[src/rtl/apb_master_arb_pkg.sv]
// Shared types and default bus widths for the APB master arbiter.
package apb_master_arb_pkg;

   typedef enum logic [1:0] {
      IDLE   = 2'd0,
      SETUP  = 2'd1,
      ACCESS = 2'd2
   } state_t;

   localparam int DEF_ADDR_W = 32;
   localparam int DEF_DATA_W = 32;

endpackage

[src/rtl/apb_master_arb_rr_pick.sv]
// Combinational round-robin picker: first eligible requester after ptr, as a one-hot vector.
module apb_rr_pick #(
   parameter int N  = 2,
   parameter int PW = $clog2(N)
) (
   input  logic [N-1:0]  req,
   input  logic [N-1:0]  mask,
   input  logic [PW-1:0] ptr,
   output logic [N-1:0]  win
);

   logic [N-1:0] elig;

   always_comb begin
      elig = req & ~mask;
      win  = '0;
      // Walk from the farthest candidate to the nearest so the nearest one overwrites.
      for (int k = N; k >= 1; k--) begin
         if (elig[(int'(ptr) + k) % N]) begin
            win = N'(1) << ((int'(ptr) + k) % N);
         end
      end
   end

endmodule

[src/rtl/apb_master_arb.sv]
// Round-robin APB master: arbitrates up to four requesters and runs SETUP/ACCESS with wait states.
// Optional ACCESS timeout compiled in with APB_MASTER_ARB_TIMEOUT_EN.
module apb_master_arb
   import apb_master_arb_pkg::*;
#(
   parameter int NUM_REQ        = 2,
   parameter int ADDR_W         = DEF_ADDR_W,
   parameter int DATA_W         = DEF_DATA_W,
   parameter int TIMEOUT_CYCLES = 16
) (
   input  logic                        clk,
   input  logic                        rst,
   input  logic [NUM_REQ-1:0]          req,
   input  logic [NUM_REQ-1:0]          wr,
   input  logic [NUM_REQ*ADDR_W-1:0]   addr,
   input  logic [NUM_REQ*DATA_W-1:0]   wdata,
   output logic [NUM_REQ-1:0]          ack,
   output logic [DATA_W-1:0]           rdata,
   output logic                        err,
   output logic [NUM_REQ-1:0]          gnt,
   output logic                        psel,
   output logic                        penable,
   output logic                        pwrite,
   output logic [ADDR_W-1:0]           paddr,
   output logic [DATA_W-1:0]           pwdata,
   input  logic [DATA_W-1:0]           prdata,
   input  logic                        pready
);

   localparam int PW = $clog2(NUM_REQ);

   state_t              state, state_nxt;
   logic [PW-1:0]       ptr;
   logic [NUM_REQ-1:0]  win;
   logic [PW-1:0]       win_idx;
   logic                done;
   logic                tmo;

   // The acked requester is masked so it cannot be regranted before it drops req.
   apb_rr_pick #(.N(NUM_REQ), .PW(PW)) u_pick (
      .req  (req),
      .mask (ack),
      .ptr  (ptr),
      .win  (win)
   );

   always_comb begin
      win_idx = '0;
      for (int i = 0; i < NUM_REQ; i++) begin
         if (win[i]) win_idx = PW'(i);
      end
   end

`ifdef APB_MASTER_ARB_TIMEOUT_EN
   localparam int CW = $clog2(TIMEOUT_CYCLES + 1);
   logic [CW-1:0] wcnt;
   logic          err_q;
   assign err = err_q;
`else
   // No timeout logic; err stays low for any legal limit.
   assign err = (TIMEOUT_CYCLES < 1);
`endif

   always_ff @(posedge clk or posedge rst) begin
      if (rst) state <= IDLE;
      else     state <= state_nxt;
   end

   always_comb begin
      state_nxt = state;
      done      = 1'b0;
      tmo       = 1'b0;
      psel      = 1'b0;
      penable   = 1'b0;
      case (state)
         IDLE: begin
            if (|win) state_nxt = SETUP;
         end
         SETUP: begin
            psel      = 1'b1;
            state_nxt = ACCESS;
         end
         ACCESS: begin
            psel    = 1'b1;
            penable = 1'b1;
            if (pready) begin
               done      = 1'b1;
               state_nxt = IDLE;
            end
`ifdef APB_MASTER_ARB_TIMEOUT_EN
            else if (int'(wcnt) + 1 >= TIMEOUT_CYCLES) begin
               tmo       = 1'b1;
               state_nxt = IDLE;
            end
`endif
         end
         default: state_nxt = IDLE;
      endcase
   end

   always_ff @(posedge clk or posedge rst) begin
      if (rst) begin
         ptr    <= PW'(NUM_REQ - 1);
         gnt    <= '0;
         ack    <= '0;
         rdata  <= '0;
         pwrite <= 1'b0;
         paddr  <= '0;
         pwdata <= '0;
`ifdef APB_MASTER_ARB_TIMEOUT_EN
         wcnt   <= '0;
         err_q  <= 1'b0;
`endif
      end else begin
         ack   <= '0;
         rdata <= '0;
`ifdef APB_MASTER_ARB_TIMEOUT_EN
         err_q <= 1'b0;
         if (state == SETUP)                 wcnt <= '0;
         else if (state == ACCESS && !pready) wcnt <= wcnt + 1'b1;
`endif
         if (state == IDLE && |win) begin
            gnt    <= win;
            ptr    <= win_idx;
            pwrite <= wr[win_idx];
            paddr  <= addr[win_idx*ADDR_W +: ADDR_W];
            pwdata <= wdata[win_idx*DATA_W +: DATA_W];
         end
         if (done) begin
            ack <= gnt;
            gnt <= '0;
            if (!pwrite) rdata <= prdata;
         end
`ifdef APB_MASTER_ARB_TIMEOUT_EN
         if (tmo) begin
            ack   <= gnt;
            gnt   <= '0;
            err_q <= 1'b1;
         end
`endif
      end
   end

endmodule

[config.mk]
export PLATFORM = sky130hd
export DESIGN_NAME = apb_master_arb
export DESIGN_NICKNAME = d
export VERILOG_FILES = /design/src/rtl/apb_master_arb_pkg.sv /design/src/rtl/apb_master_arb_rr_pick.sv /design/src/rtl/apb_master_arb.sv
export SDC_FILE = /design/constraint.sdc
export NUM_CORES = 1
export LEC_CHECK = 0
export ABC_AREA = 1
export CORE_MARGIN = 4
export CORE_UTILIZATION = 43
export CTS_CLUSTER_SIZE = 8
export DETAILED_ROUTE_END_ITERATION = 8
export MAX_ROUTING_LAYER = met4
export PLACE_DENSITY_LB_ADDON = 0.3
export SLEW_MARGIN = 40
export SYNTH_ARGS = -nofsm -noshare
export SYNTH_HDL_FRONTEND = slang
export SYNTH_SLANG_ARGS = --single-unit
[constraint.sdc]
create_clock -name clk -period 10.6 [get_ports clk]
set_input_delay 2.12 -clock clk [delete_from_list [all_inputs] [get_ports clk]]
set_output_delay 2.12 -clock clk [all_outputs]
set_load 0.02 [all_outputs]
==> impl_metrics.toml <==
[cts]
cts_buffers = 9
cts_hold_buffers = 0
post_cts_resized = 0
cts_buffer_depth = 2
insertion_delay_ns = 0.35
postCtsSetupRepairBufs = 0
clk_pin_slew_ns = 0.07
cts_tree = "built"
cts-root-buf = "clkbuf_16"
htreeDepth = 3
clock-sinks = 104

[yosys]
yosysMostFrequentCell = "nand2_1"
synthDistinctLibCells = 19
ys_seq_area_frac = 0.502
syn_inst = 710
synth-edff-count = 0
synth_top_area_frac = 0.497
syn_nets = 881
synth_top_area_cell = "dfrtp_1"
yosysWarningCount = 0
synth_commonest_cells = "nand2_1, inv_1, nand3_1"
syn_avg_cell_area_um2 = 7.30
ys_ff_latch = 104
syn_area_um2 = 5180
ys_top_cells_by_area = "dfrtp_1, nand2_1, nand3_1"
async_reset_ff_frac = 1.00
ys.flop_type = "dfrtp_1"

[drt]
avgRoutedWirePerCell_um = 14.5
drc = 0
vias = 5103
firstDrtPassIters = 4
ant_nets = 0
routed_wl_um = 16000
drt_iter0_drc = 365
viasPerCell = 4.63

[place]
hpwlAfterDp_um = 11200
io_buffers = 269
gp_congestion = 0.809
dpl_cell_area_um2 = 7870

[worst_setup_path]
worstPathArrival_ns = 4.34
path_class = "input port to flop"
critical_path_required_ns = 10.88
crit_path_start_kind = "input port"
reg2reg_slack_ns = 8.28
endpoint_kind = "flop"
path_max_fanout = 70

[floorplanning]
core_um2 = 11600
die-area_um2 = 13900
row_count = 39
start_util = 0.446
pin_count = 271
die_w_um = 118
die_h_um = 118

[timing]
worst_pin_slew_ns = 0.774
hold_slack_ns = 0.478
fmax_mhz = 246
fin_crit_ns = 4.06
tns_ns = 0
rsz0062_at_grt = "false"
finalHoldViolCount = 0
finClkSkew_ns = 0.00887
slew_headroom = 0.483
maxSlewViolCount = 0
setup_violations = 0
min_period_over_period = 0.383

[power]
power_mw = 1.92
p_leak_nw = 4.44
peakVddDrop_uv = 141
powerDensity_nw_per_um2 = 234

[cells_and_area]
drive_gt1_frac = 0.0302
final_area_um2 = 8200
final_nets = 1126
fillCellCount = 962
post-route-util = 0.706
num_antenna_cells = 0
syn2layout_area_growth_pct = 58.1

[global_routing]
antenna_found_initial = 0
globalRouteTotalUtil = 0.242
grt_remaining_overflow = 0
grt_max_degree = 71
grt_pass1_vias = 5143
grt_pass1_wl_um = 26100

[job]
maxCapViolations = 0

[hold_path]
hold_class = "flop to flop"

[status]
status = "finished clean"
layout make-up:
class,count,area [µm²],share of cell area
Clock buffer,13,260,0.0317
Inverter,174,658,0.0803
Clock inverter,3,47.5,0.00580
Timing Repair Buffer,274,2740,0.335
Multi-Input combinational cell,392,1710,0.208
Sequential cell,104,2600,0.318
Tap cell,143,179,0.0218
worst max-delay path: stages:
cell and delay [ns]:
clkdlybuf4s50_1 0.49, nand2_1 0.09, nand2_1 0.11, nand2_4 0.43
inv_4 0.74, nand3_1 0.18, nand2_1 0.13
metrics by stage:
stage	setup slack, ns	cells
finish	6.54	1103
global route	6.37	1103
CTS	6.55	1102
detailed placement	6.19	1086
global placement	5.86	1086
floorplan	5.75	710
cells by family (layout without fill, tap and decap cells):
logic type                 count (synthesis)  count (layout)  synth area share
buffers and inverters                    214             464             0.169
and+or+nand+nor                          385             385             0.316
adders and majority gates                  4               4           0.00965
DFF                                      104             104             0.502
other                                      1               1          0.000723
AOI/OAI and AO/OA                          2               2           0.00193
registers in the layout, summed over array words and instances, names as in the netlist:
name / flops
pwrite: 1
ack: 2
paddr: 32
pwdata: 32
rdata: 32
ptr: 1
state: 2
gnt: 2
routing by layer:
metal,up-vias,track usage,part of all wire
met5,-,-,0
met3,21,0.0961,0.094
met1,2313,0.269,0.39
met2,209,0.397,0.50
li1,2560,-,-
met4,0,0.0813,0.021
power by group:
part,switching [mW],total (mW),internal (mW)
Combinational,0.544,0.954,0.410
Clock,0.146,0.343,0.198
Sequential,0.0788,0.623,0.545
cells in the final DEF, fill, tap and decap left out:
master	instances
clkbuf_1	2
nand2_1	209
buf_4	4
nand2_2	1
bufinv_16	1
dfrtp_1	103
dfstp_2	1
nand3_2	1
buf_12	1
clkbuf_16	9
o21ai_1	1
nand3_1	137
inv_4	2
clkbuf_8	2
nand2_4	1
a21oi_1	1
conb_1	1
ha_1	4
inv_6	1
inv_1	170
clkdlybuf4s50_1	269
or2_2	1
nor2_4	1
nor2_1	34
inv_2	2
clkinv_4	1
path summary, 6_finish.rpt:
path,start,to,cells after the start
worst max-delay path,req[0],pwdata[27],7
worst min-delay path,paddr[17],paddr[17],2
worst max register to register,state[1],pwdata[27],6
worst min register to register,paddr[17],paddr[17],2
max in group asynchronous,rst,rdata[10],4
min in group asynchronous,rst,rdata[16],2
Note: power is estimated with default switching activity, not from simulation.
==> edit: new RTL, same settings <==
Change the parameter `NUM_REQ` from 2 to 4.
--- a/src/rtl/apb_master_arb.sv
+++ b/src/rtl/apb_master_arb.sv
@@ -3,7 +3,7 @@
 module apb_master_arb
    import apb_master_arb_pkg::*;
 #(
-   parameter int NUM_REQ        = 2,
+   parameter int NUM_REQ        = 4,
    parameter int ADDR_W         = DEF_ADDR_W,
    parameter int DATA_W         = DEF_DATA_W,
    parameter int TIMEOUT_CYCLES = 16
Interface: changed (6 resized); port bits go from 271 to 407. The function was not compared with the original's and may differ.
==> edit against the original RTL <==
Routed wire length grew 89%. Register-to-register slack lost 2.4 ns. Synthesized cell count grew 80%. Sequential cell count grew 5. Area after synthesis grew 46%. Setup slack lost 1.7 ns. Final area grew 46%. Critical endpoint is now paddr[22].
Power is not shown: default switching activity piles up to over one toggle a cycle in this logic, so the estimate is an artifact.
==> edit: results (changes against the original RTL) <==
** Global routing
- GRT Resource Usage Total :: 30.4% (was 24.2%)
- Global-route wire length before repair :: 46400 um (was 26100 um)
- M1 GR Usage :: 36.1% (was 26.9%)
- The met3 usage in global routing was 6.04% (was 9.61%).
- The largest net degree at the start of global routing was 74 (was 71).
- The via count of the first global-routing pass came to 8662 (was 5143).
- Antenna violations before repair :: 4 (was 0)

** Route
- The routed length on met1 is 11700 um (was 6210 um).
- First-pass iteration count of the detailed router :: 5 (was 4)
- The met2 wire length came to 14700 um (was 7970 um).
- The detailed-route wire length per cell was 16.3 um (was 14.5 um).
- Met3 Wirelength :: 2580 um (was 1510 um)
- The total length of routed wires was 30400 um (was 16000 um).
- The via density per instance came to 4.93 (was 4.63).

** Final layout
- Share of the final layout cell area in sequential cells :: 22.8% (was 31.8%)
- The number of antenna cells inserted was 5 (was 0).
- NumNets Final :: 1937 (was 1126)
- The fill cell instance count of the final layout came to 1503 (was 962).
- Fraction of area in clock buffers and inverters :: 2.75% (was 3.75%)
- The multi-input combinational cell count came to 910 (was 392).
- Final core occ :: 69.1% (was 70.6%)
- The sequential cell count was 109 (was 104).
- The number of ordinary and repair buffers in the finished layout is 415 (was 274).

** Critical path
- Worst Path Arrival :: 6.08 ns (was 4.34 ns)
- Slowest library cell on the worst path :: sky130_fd_sc_hd__buf_4 (was sky130_fd_sc_hd__inv_4)
- The delay of the slowest critical-path stage was 0.65 ns (was 0.74 ns).
- Crit-path max FO :: 73 (was 70)

** Place
- Number of input and output port buffers inserted :: 405 (was 269)
- Weighted congestion reported at the end of routability-driven placement :: 0.957 (was 0.809)
- The placed instance count is 1845 (was 1086).
- Final HPWL from detailed placement :: 22100 um (was 11200 um)

** Timing
- Worst-Margin Slew :: 0.842 ns (was 0.774 ns)
- Final clock skew :: 0.00460 ns (was 0.00887 ns)

** Synth
- The post-synthesis sequential area ratio is 36.0% (was 50.2%).
- The number of unique standard cell types used by synthesis is 27 (was 19).
- Synthesized instance count :: 1281 (was 710)
- Top post-synthesis cells by area: sky130_fd_sc_hd__dfrtp_1 (35%), sky130_fd_sc_hd__nand2_1 (24%), sky130_fd_sc_hd__nor2_1 (12%) (was sky130_fd_sc_hd__dfrtp_1 (50%), sky130_fd_sc_hd__nand2_1 (15%), sky130_fd_sc_hd__nand3_1 (13%)).

** Run status
- Result of the run: completed (unchanged).

** Floorplan
- Tapcells :: 225 (was 143)
==> edit: cell count changes after synthesis, sizes merged, moves of 9 or more <==
cell and change:
nand2 +285, nor2 +199, a21oi +65, nand3 -45, buf +31, inv +9
==> edit: worst paths after layout <==
path | slack (ns) | depth (start not counted) | to | startpoint
worst max-delay path | 4.80 | 16 | paddr[22] | req[0]
worst min-delay path | 0.48 | 2 | pwdata[0] | pwdata[0]
worst max register to register | 5.92 | 17 | paddr[22] | ptr[0]
worst min register to register | 0.48 | 2 | pwdata[0] | pwdata[0]
max in group asynchronous | 7.42 | 3 | paddr[25] | rst
min in group asynchronous | 2.13 | 2 | pwdata[8] | rst
==> edit: cells by family (layout without fill, tap and decap cells) <==
group                      count (synthesis)  in the layout  synth area share, %
adders and majority gates                  7              7                 1.15
other                                      1              6               0.0494
DFF                                      109            109                 36.0
AOI/OAI and AO/OA                         74             74                 5.11
and+or+nand+nor                          828            828                 43.2
buffers and inverters                    262            617                 14.5
